--- src/rtl/uart_tx_arb_if.sv ---
// Handshake bundle between two byte requesters, the arbiter and one uart_m
// transmitter. The arbiter sits on the slave side; requesters and the
// transmitter (or a bench standing in for them) sit on the master side.
interface uart_tx_arb_if;
    logic       r0_valid;
    logic [7:0] r0_data;
    logic       r0_last;
    logic       r0_ready;
    logic       r1_valid;
    logic [7:0] r1_data;
    logic       r1_last;
    logic       r1_ready;
    logic       load;
    logic [7:0] d;
    logic       txbusy;
    logic [1:0] grant;
    logic       locked;
    logic       err;

    modport slave (
        input  r0_valid, r0_data, r0_last,
        input  r1_valid, r1_data, r1_last,
        input  txbusy,
        output r0_ready, r1_ready,
        output load, d, grant, locked, err
    );

    modport master (
        output r0_valid, r0_data, r0_last,
        output r1_valid, r1_data, r1_last,
        output txbusy,
        input  r0_ready, r1_ready,
        input  load, d, grant, locked, err
    );
endinterface

--- src/rtl/uart_tx_arb.sv ---
// Round-robin scheduler sharing one uart_m transmitter between two byte
// requesters. One byte is in flight at a time: accept, pulse load, wait for
// txbusy to rise (with a timeout), then wait for it to fall. With LOCKPKT set,
// a requester keeps the transmitter until it hands over a byte marked last.
module uart_tx_arb #(
    parameter bit         LOCKPKT    = 1'b1,
    parameter logic [3:0] ACKTIMEOUT = 4'd15
) (
    input  logic         clk,
    input  logic         rst,
    uart_tx_arb_if.slave bus
);

    typedef enum logic [1:0] {
        S_IDLE,
        S_LOAD,
        S_ACKWAIT,
        S_BUSY
    } state_t;

    state_t     state_q, state_d;
    logic [7:0] d_q, d_d;
    logic [1:0] grant_q, grant_d;
    logic       locked_q, locked_d;
    logic [3:0] cnt_q, cnt_d;
    logic       last_owner_q, last_owner_d;

    logic       ready0;
    logic       ready1;
    logic       load;
    logic       err;

    // Pick which requester may hand over a byte this cycle (IDLE, transmitter free).
    always_comb begin
        // NOTE: every signal driven here gets a default first so that no path
        // leaves it unassigned, which would otherwise infer a latch.
        ready0 = 1'b0;
        ready1 = 1'b0;
        if (!rst && state_q == S_IDLE && !bus.txbusy) begin
            if (locked_q) begin
                // The lock owner is always the last requester served.
                if (last_owner_q) ready1 = bus.r1_valid;
                else              ready0 = bus.r0_valid;
            end else if (bus.r0_valid && bus.r1_valid) begin
                // Tie: the requester that was not served last wins.
                if (last_owner_q) ready0 = 1'b1;
                else              ready1 = 1'b1;
            end else begin
                ready0 = bus.r0_valid;
                ready1 = bus.r1_valid;
            end
        end
    end

    // Sequence one byte through accept, load, ack wait and busy.
    always_comb begin
        state_d      = state_q;
        d_d          = d_q;
        grant_d      = grant_q;
        locked_d     = locked_q;
        cnt_d        = cnt_q;
        last_owner_d = last_owner_q;
        load         = 1'b0;
        err          = 1'b0;

        case (state_q)
            S_IDLE: begin
                if (ready0 || ready1) begin
                    d_d          = ready1 ? bus.r1_data : bus.r0_data;
                    grant_d      = ready1 ? 2'b10 : 2'b01;
                    last_owner_d = ready1;
                    if (LOCKPKT) begin
                        locked_d = ready1 ? !bus.r1_last : !bus.r0_last;
                    end
                    state_d = S_LOAD;
                end
            end

            S_LOAD: begin
                load    = 1'b1;
                cnt_d   = 4'd0;
                state_d = S_ACKWAIT;
            end

            S_ACKWAIT: begin
                if (bus.txbusy) begin
                    state_d = S_BUSY;
                end else if (cnt_q == ACKTIMEOUT) begin
                    // Transmitter never acknowledged: drop the byte and any lock.
                    err      = 1'b1;
                    locked_d = 1'b0;
                    grant_d  = 2'b00;
                    state_d  = S_IDLE;
                end else begin
                    cnt_d = cnt_q + 4'd1;
                end
            end

            S_BUSY: begin
                if (!bus.txbusy) begin
                    if (!locked_q) grant_d = 2'b00;
                    state_d = S_IDLE;
                end
            end

            default: state_d = S_IDLE;
        endcase
    end

    // State and datapath registers.
    always_ff @(posedge clk or posedge rst) begin
        // NOTE: sequential state uses non-blocking assignments so every
        // register samples the pre-edge values regardless of statement order.
        if (rst) begin
            state_q      <= S_IDLE;
            d_q          <= 8'h00;
            grant_q      <= 2'b00;
            locked_q     <= 1'b0;
            cnt_q        <= 4'd0;
            last_owner_q <= 1'b1;
        end else begin
            state_q      <= state_d;
            d_q          <= d_d;
            grant_q      <= grant_d;
            locked_q     <= locked_d;
            cnt_q        <= cnt_d;
            last_owner_q <= last_owner_d;
        end
    end

    assign bus.r0_ready = ready0;
    assign bus.r1_ready = ready1;
    assign bus.load     = load;
    assign bus.d        = d_q;
    assign bus.grant    = grant_q;
    assign bus.locked   = locked_q;
    assign bus.err      = err;

endmodule

--- src/flat_wrapper.sv ---
// flat-port wrapper written by rule: the top's interface ports become plain ports
module uart_tx_arb_flat 
#(
    parameter bit         LOCKPKT    = 1'b1,
    parameter logic [3:0] ACKTIMEOUT = 4'd15
)
  (clk, rst, bus_r0_valid, bus_r0_data, bus_r0_last, bus_r1_valid, bus_r1_data, bus_r1_last, bus_txbusy, bus_r0_ready, bus_r1_ready, bus_load, bus_d, bus_grant, bus_locked, bus_err);
  uart_tx_arb_if bus_i ();
  input  logic clk;
  input  logic rst;
  input wire logic [$bits(bus_i.r0_valid)-1:0] bus_r0_valid;
  input wire logic [$bits(bus_i.r0_data)-1:0] bus_r0_data;
  input wire logic [$bits(bus_i.r0_last)-1:0] bus_r0_last;
  input wire logic [$bits(bus_i.r1_valid)-1:0] bus_r1_valid;
  input wire logic [$bits(bus_i.r1_data)-1:0] bus_r1_data;
  input wire logic [$bits(bus_i.r1_last)-1:0] bus_r1_last;
  input wire logic [$bits(bus_i.txbusy)-1:0] bus_txbusy;
  output wire logic [$bits(bus_i.r0_ready)-1:0] bus_r0_ready;
  output wire logic [$bits(bus_i.r1_ready)-1:0] bus_r1_ready;
  output wire logic [$bits(bus_i.load)-1:0] bus_load;
  output wire logic [$bits(bus_i.d)-1:0] bus_d;
  output wire logic [$bits(bus_i.grant)-1:0] bus_grant;
  output wire logic [$bits(bus_i.locked)-1:0] bus_locked;
  output wire logic [$bits(bus_i.err)-1:0] bus_err;
  assign bus_i.r0_valid = bus_r0_valid;
  assign bus_i.r0_data = bus_r0_data;
  assign bus_i.r0_last = bus_r0_last;
  assign bus_i.r1_valid = bus_r1_valid;
  assign bus_i.r1_data = bus_r1_data;
  assign bus_i.r1_last = bus_r1_last;
  assign bus_i.txbusy = bus_txbusy;
  assign bus_r0_ready = bus_i.r0_ready;
  assign bus_r1_ready = bus_i.r1_ready;
  assign bus_load = bus_i.load;
  assign bus_d = bus_i.d;
  assign bus_grant = bus_i.grant;
  assign bus_locked = bus_i.locked;
  assign bus_err = bus_i.err;
  uart_tx_arb #(.LOCKPKT(LOCKPKT), .ACKTIMEOUT(ACKTIMEOUT)) u_core (.clk(clk), .rst(rst), .bus(bus_i));
endmodule
--- config.mk ---
export PLATFORM = sky130hd
export DESIGN_NAME = uart_tx_arb_flat
export DESIGN_NICKNAME = d
export VERILOG_FILES = /design/src/rtl/uart_tx_arb_if.sv /design/src/rtl/uart_tx_arb.sv /design/src/flat_wrapper.sv
export SDC_FILE = /design/constraint.sdc
export NUM_CORES = 1
export LEC_CHECK = 0
export ABC_AREA = 1
export BUFFER_PORTS_ARGS = -buffer_cell sky130_fd_sc_hd__buf_2
export CAP_MARGIN = 20
export CORE_MARGIN = 3
export CORE_UTILIZATION = 35
export CTS_BUF_LIST = sky130_fd_sc_hd__clkbuf_4
export CTS_CLUSTER_DIAMETER = 50
export DETAILED_ROUTE_END_ITERATION = 6
export GPL_TIMING_DRIVEN = 0
export PLACE_DENSITY = 0.57
export REMOVE_ABC_BUFFERS = 1
export SYNTH_ARGS = -nofsm -noshare
export SYNTH_HDL_FRONTEND = slang
export SYNTH_SLANG_ARGS = --single-unit
--- constraint.sdc ---
create_clock -name clk -period 1.7 [get_ports clk]
set_clock_uncertainty 0.15 [all_clocks]
set_input_delay 0.34 -clock clk [delete_from_list [all_inputs] [get_ports clk]]
set_output_delay 0.34 -clock clk [all_outputs]
set_load 0.05 [all_outputs]
==> Word-level counts from Yosys, hierarchy flattened <==
Index checks and enable logic that the tools add are counted.
{ "word_totals": {"regBits": 18, "in_bits": 23, "elab_cells": 69} }
{ "op_classes": {"addsub": 1, "n_eq_ne": 11, "n_mux": 34, "n_reduce_logical": 17} }
{ "op_table": {"columns": ["op", "n"], "rows": [
  ["$mux 1", 18],
  ["$mux 2", 9],
  ["$ne 2x2->1 const B", 5],
  ["$mux 4", 2],
  ["$mux 8", 1],
  ["$pmux 2 s4", 1],
  ["$pmux 4 s2", 1],
  ["$pmux 2 s3", 1],
  ["$reduce_and 3->1", 2],
  ["$reduce_and 6->1", 1],
  ["$add 4x1->4 const B", 1],
  ["$eq 2x2->1 const B", 2],
  ["$eq 4x4->1 const B", 1],
  ["$logic_not 1->1", 4],
  ["$reduce_and 4->1", 1],
  ["$reduce_bool 2->1", 2],
  ["$logic_and 1x1->1", 3],
  ["$ne 3x2->1 const B", 1],
  ["$reduce_bool 3->1", 1],
  ["$eq 2x1->1 const B", 1],
  ["$logic_not 2->1", 1],
  ["$ne 2x1->1 const B", 1],
  ["$pmux 1 s2", 1],
  ["$reduce_and 2->1", 1],
  ["$logic_or 1x1->1", 1]
]} }

==> Longest topological paths before layout <==
{ "logic_depth": {"word_depth": 7, "ltp_mapped": 10} }

==> Worst setup path after synthesis <==
OpenSTA, ideal clock, no wires.
{ "synth_timing": {"path_kind": "flip-flop to output port", "startpoint": "reg u_core.cnt_q[0]", "endpoint": "out bus_err", "t_arrival_ns": 1.443, "required_time_ns": 1.210, "slack_ns": -0.233, "path_stages_with_launch": 6, "path_cell_list": "dfrtp_1 -> ha_1 -> nand3_1 -> inv_1 -> nand2_1 -> nor2_1"} }
{ "synth_between": {"elab_chain_len": 4} }
{ "synth_rtl": {"columns": ["item", "line", "text"], "rows": [
  ["start, declared", "uart_tx_arb.sv:25", "logic [3:0] cnt_q, cnt_d;"],
  ["start signal, assigned", "uart_tx_arb.sv:126", "cnt_q <= cnt_d;"],
  ["$eq 4x4->1", "uart_tx_arb.sv:88", "end else if (cnt_q == ACKTIMEOUT) begin"],
  ["$mux 1", "uart_tx_arb.sv:88", null],
  ["$mux 1", "uart_tx_arb.sv:86", "if (bus.txbusy) begin"],
  ["$mux 1", "uart_tx_arb.sv:66", "case (state_q)"],
  ["end, declared", "flat_wrapper.sv:24", "output wire logic [$bits(bus_i.err)-1:0] bus_err;"]
]} }
No other way between the ends.

==> Worst setup path in the final report <==
{ "layout_timing": {"startpoint": "reg u_core.last_owner_q", "endpoint": "out bus_r1_ready"} }
{ "layout_between": {"elab_chain_len": 4, "word_cells_on_any_way": 5, "cone_classes": "5 x mux"} }
{ "layout_rtl": {"columns": ["item", "line", "text"], "rows": [
  ["start, declared", "uart_tx_arb.sv:26", "logic last_owner_q, last_owner_d;"],
  ["start signal, assigned", "uart_tx_arb.sv:127", "last_owner_q <= last_owner_d;"],
  ["$mux 1", "uart_tx_arb.sv:46", "if (last_owner_q) ready0 = 1'b1;"],
  ["$mux 1", "uart_tx_arb.sv:44", "end else if (bus.r0_valid && bus.r1_valid) begin"],
  ["$mux 1 (*)", "uart_tx_arb.sv:40", "if (locked_q) begin"],
  ["$mux 1 (*)", "uart_tx_arb.sv:39", "if (!rst && state_q == S_IDLE && !bus.txbusy) begin"],
  ["end, declared", "flat_wrapper.sv:19", "output wire logic [$bits(bus_i.r1_ready)-1:0] bus_r1_ready;"]
]} }
Every way passes the cells marked *; elsewhere a longest branch is shown, timed or not.

==> qor.txt <==
outcome - complete, but fails checks
violated checks - hold timing, setup timing
Pint - 0.00126 W
CP arrival - 1.40 ns
Worst-path clk slew - 0.11 ns
Ant. Diodes - 0
register bit count reported by yosys - 18
mux cell area share after synthesis - 0%
PnR worst setup slack - -0.195 ns
max-capacitance violation count - 0
crit share post-route - 111%
Hold Crit Class - primary input to async pin
Synth area leader - dfrtp_1
switch share - 51.4%
Sink Count - 18
sequential share of the synthesized area - 47.4%
Clk pwr share - 8.9%
startpoint types - register
Clock Root Buffer - clkbuf_4
Comb power frac - 61.0%
clk_lat worst skew - 0.30 ns
Die H - 58.2 um
yosys warns - 0
Synth Flop Type - dfrtp_1
Die X - 58.2 um
Cell Rows - 18
Initial Utilization - 37.7%
Place WS - -0.457 ns
Synth cell types - 22
Least-Margin Pin Slew - 0.685 ns
Fin. Hold Viols - 17
wire per inst - 13.0 um
reg-to-reg slack, setup - -0.04 ns
Final min period - 1.89 ns
largest net degree at the start of global routing - 19
Cell Pwr Density - 1680 nW/um^2
final wirelength - 2770 um
NetSw - 0.00133 W
CTS Hold Bufs - 0
post-synthesis simple-gate area fraction - 29.6%
initial antenna violation count - 0
P_leak - 0.815 nW
complex-gate fraction of the synthesized area - 12.7%
Fin Hold WS - -0.0192 ns
DP HPWL - 1660 um
post-synth top area share - 44.7%
Area Growth Syn to Fin - 62.3%
endpoint type of the worst setup path - output pin
Num CTS Buffers - 3
Slew HR - 54.3%
Clock Tree Buf Depth - 2
xor-xnor portion of the synthesized cell area - 0.920%
Post-Place Cells - 186
CTS tree - built
WS Path Type - register to output pin
grt total ovfl - 0
largest family of logic cells by synthesized area - simple AND/OR/NAND/NOR gates
core area - 2520 um^2
final cell count without fillers - 214
DRC violations left - 0
DR vias - 1048
vias in the first global route - 971
vias per inst - 4.90
RSZ-0062 raised after global routing - yes
H-Tree Depth - 1
post-synthesis adder-cell area fraction - 1.31%
first-pass GRT wire length - 4120 um
gpl congestion - 0.787
Mapped Avg Cell Area - 7.87 um^2
fraction of registers with async set/reset - 100%
# setup viols final - 12
boundary pin count - 38
nets - 209
Area contributors post-synth - dfrtp_1 (45%), nand2_1 (13%), a31oi_1 (5.3%), nand3_1 (5.3%), nor2_1 (4.7%)
crit-path max FO - 4
post-route ant nets - 0
Filler Cell Count - 217
Mapped Cells - 121
Peak VDD IR - 1080 uV
Total GRT Usage - 16.1%
IO Port Bufs - 37
Initial DRT Pass Iterations - 5
Iteration-0 DRC Markers - 31
share of layout cells above drive strength 1 - 53.3%
EDFF count, synth - 0
Die Area - 3380 um^2
count of pins over their slew limit - 0
most frequent cells in the layout - nand2_1 (33), buf_2 (33), buf_4 (19)
Required @ worst endpoint - 1.21 ns
part of the power in registers - 30.0%
post-synth design cell area - 952 um^2
max frequency - 528 MHz
## synthesized netlist by cell type (3+ instances only)
cell type	count
nor2_2	3
nand2_2	3
nand3_1	10
o21ai_0	3
nor2_1	12
inv_1	7
dfrtp_1	17
inv_2	9
a21oi_1	4
nand2_1	34
a31oi_1	8
## cell families after synthesis
kind of cell / after synthesis
simple gates: 64
buf+inv: 18
flops: 18
fa+ha+maj: 1
xor+xnor: 1
compound gates: 19
## cell type report
type	instances	area, um^2	share of cell area (%)
Timing Repair Buffer	59	424	27.4
Clock buffer	3	22.5	1.46
Multi-Input combinational cell	87	538	34.8
Clock inverter	1	3.75	0.243
Tap cell	30	37.5	2.43
Inverter	16	65.1	4.21
Sequential cell	18	454	29.4
## critical path, cell delays in order, from the launching register on
cell      delay, ns
dfstp_2        0.56
inv_2          0.06
a21boi_4       0.16
nand3_4        0.12
clkinv_4       0.07
buf_8          0.13
## sequential cells by signal, indices dropped and copies added, names as in the netlist
name,count
u_core.bus.d,8
u_core.bus.grant,2
u_core.bus.locked,1
u_core.cnt_q,4
u_core.last_owner_q,1
u_core.state_q,2
## through the flow
step / power, W / instance area (um^2) / utilization [%] / TNS [ns] / hold slack, ns
floorplan: 0.00169 / 936 / - / -2.06 / 0.128
global placement: 0.00195 / 1160 / 45.9 / -1.09 / 0.306
detailed placement: 0.00197 / 1160 / 45.9 / -1.91 / 0.308
CTS: 0.00238 / 1370 / 54.3 / -0.592 / 0.0145
global route: 0.00277 / 1550 / 61.3 / -1.51 / 0.0171
finish: 0.00259 / 1550 / 61.3 / -0.688 / -0.0192
## repair_timing
item	CTS	global route
setup endpoints to repair	16	16
pin swaps	6	8
gates cloned	0	3
setup buffers	13	9
gates resized for setup	26	17
## final timing paths
path,start,to,cells past startpoint
setup / recovery,u_core.last_owner_q,bus_r1_ready,5
hold / removal,rst,u_core.bus.d[6],2
setup reg to reg,u_core.last_owner_q,u_core.bus.locked,10
hold reg to reg,u_core.bus.grant[0],u_core.bus.grant[0],2
max in group asynchronous,rst,u_core.state_q[1],2
min in group clk,bus_r1_data[5],u_core.bus.d[5],3
## per-layer routing
layer	wire length, um	vias up	track usage (%)	part of all wire (%)
li1	-	528	-	-
met1	1190	481	20.2	43
met2	1390	33	26.9	50
met3	158	6	2.90	5.7
met4	42	0	7.28	1.5
met5	0	-	0	0
## power groups by stage
stage                     logic (W)  registers [W]  clock network (W)
after detailed placement    0.00121       0.000759                  0
after CTS                   0.00140       0.000749           0.000228
final                       0.00158       0.000778           0.000232
after global placement      0.00120       0.000752                  0
after floorplan            0.000512        0.00118                  0
after global routing        0.00171       0.000807           0.000260
Power figures use the tool's default switching activity.
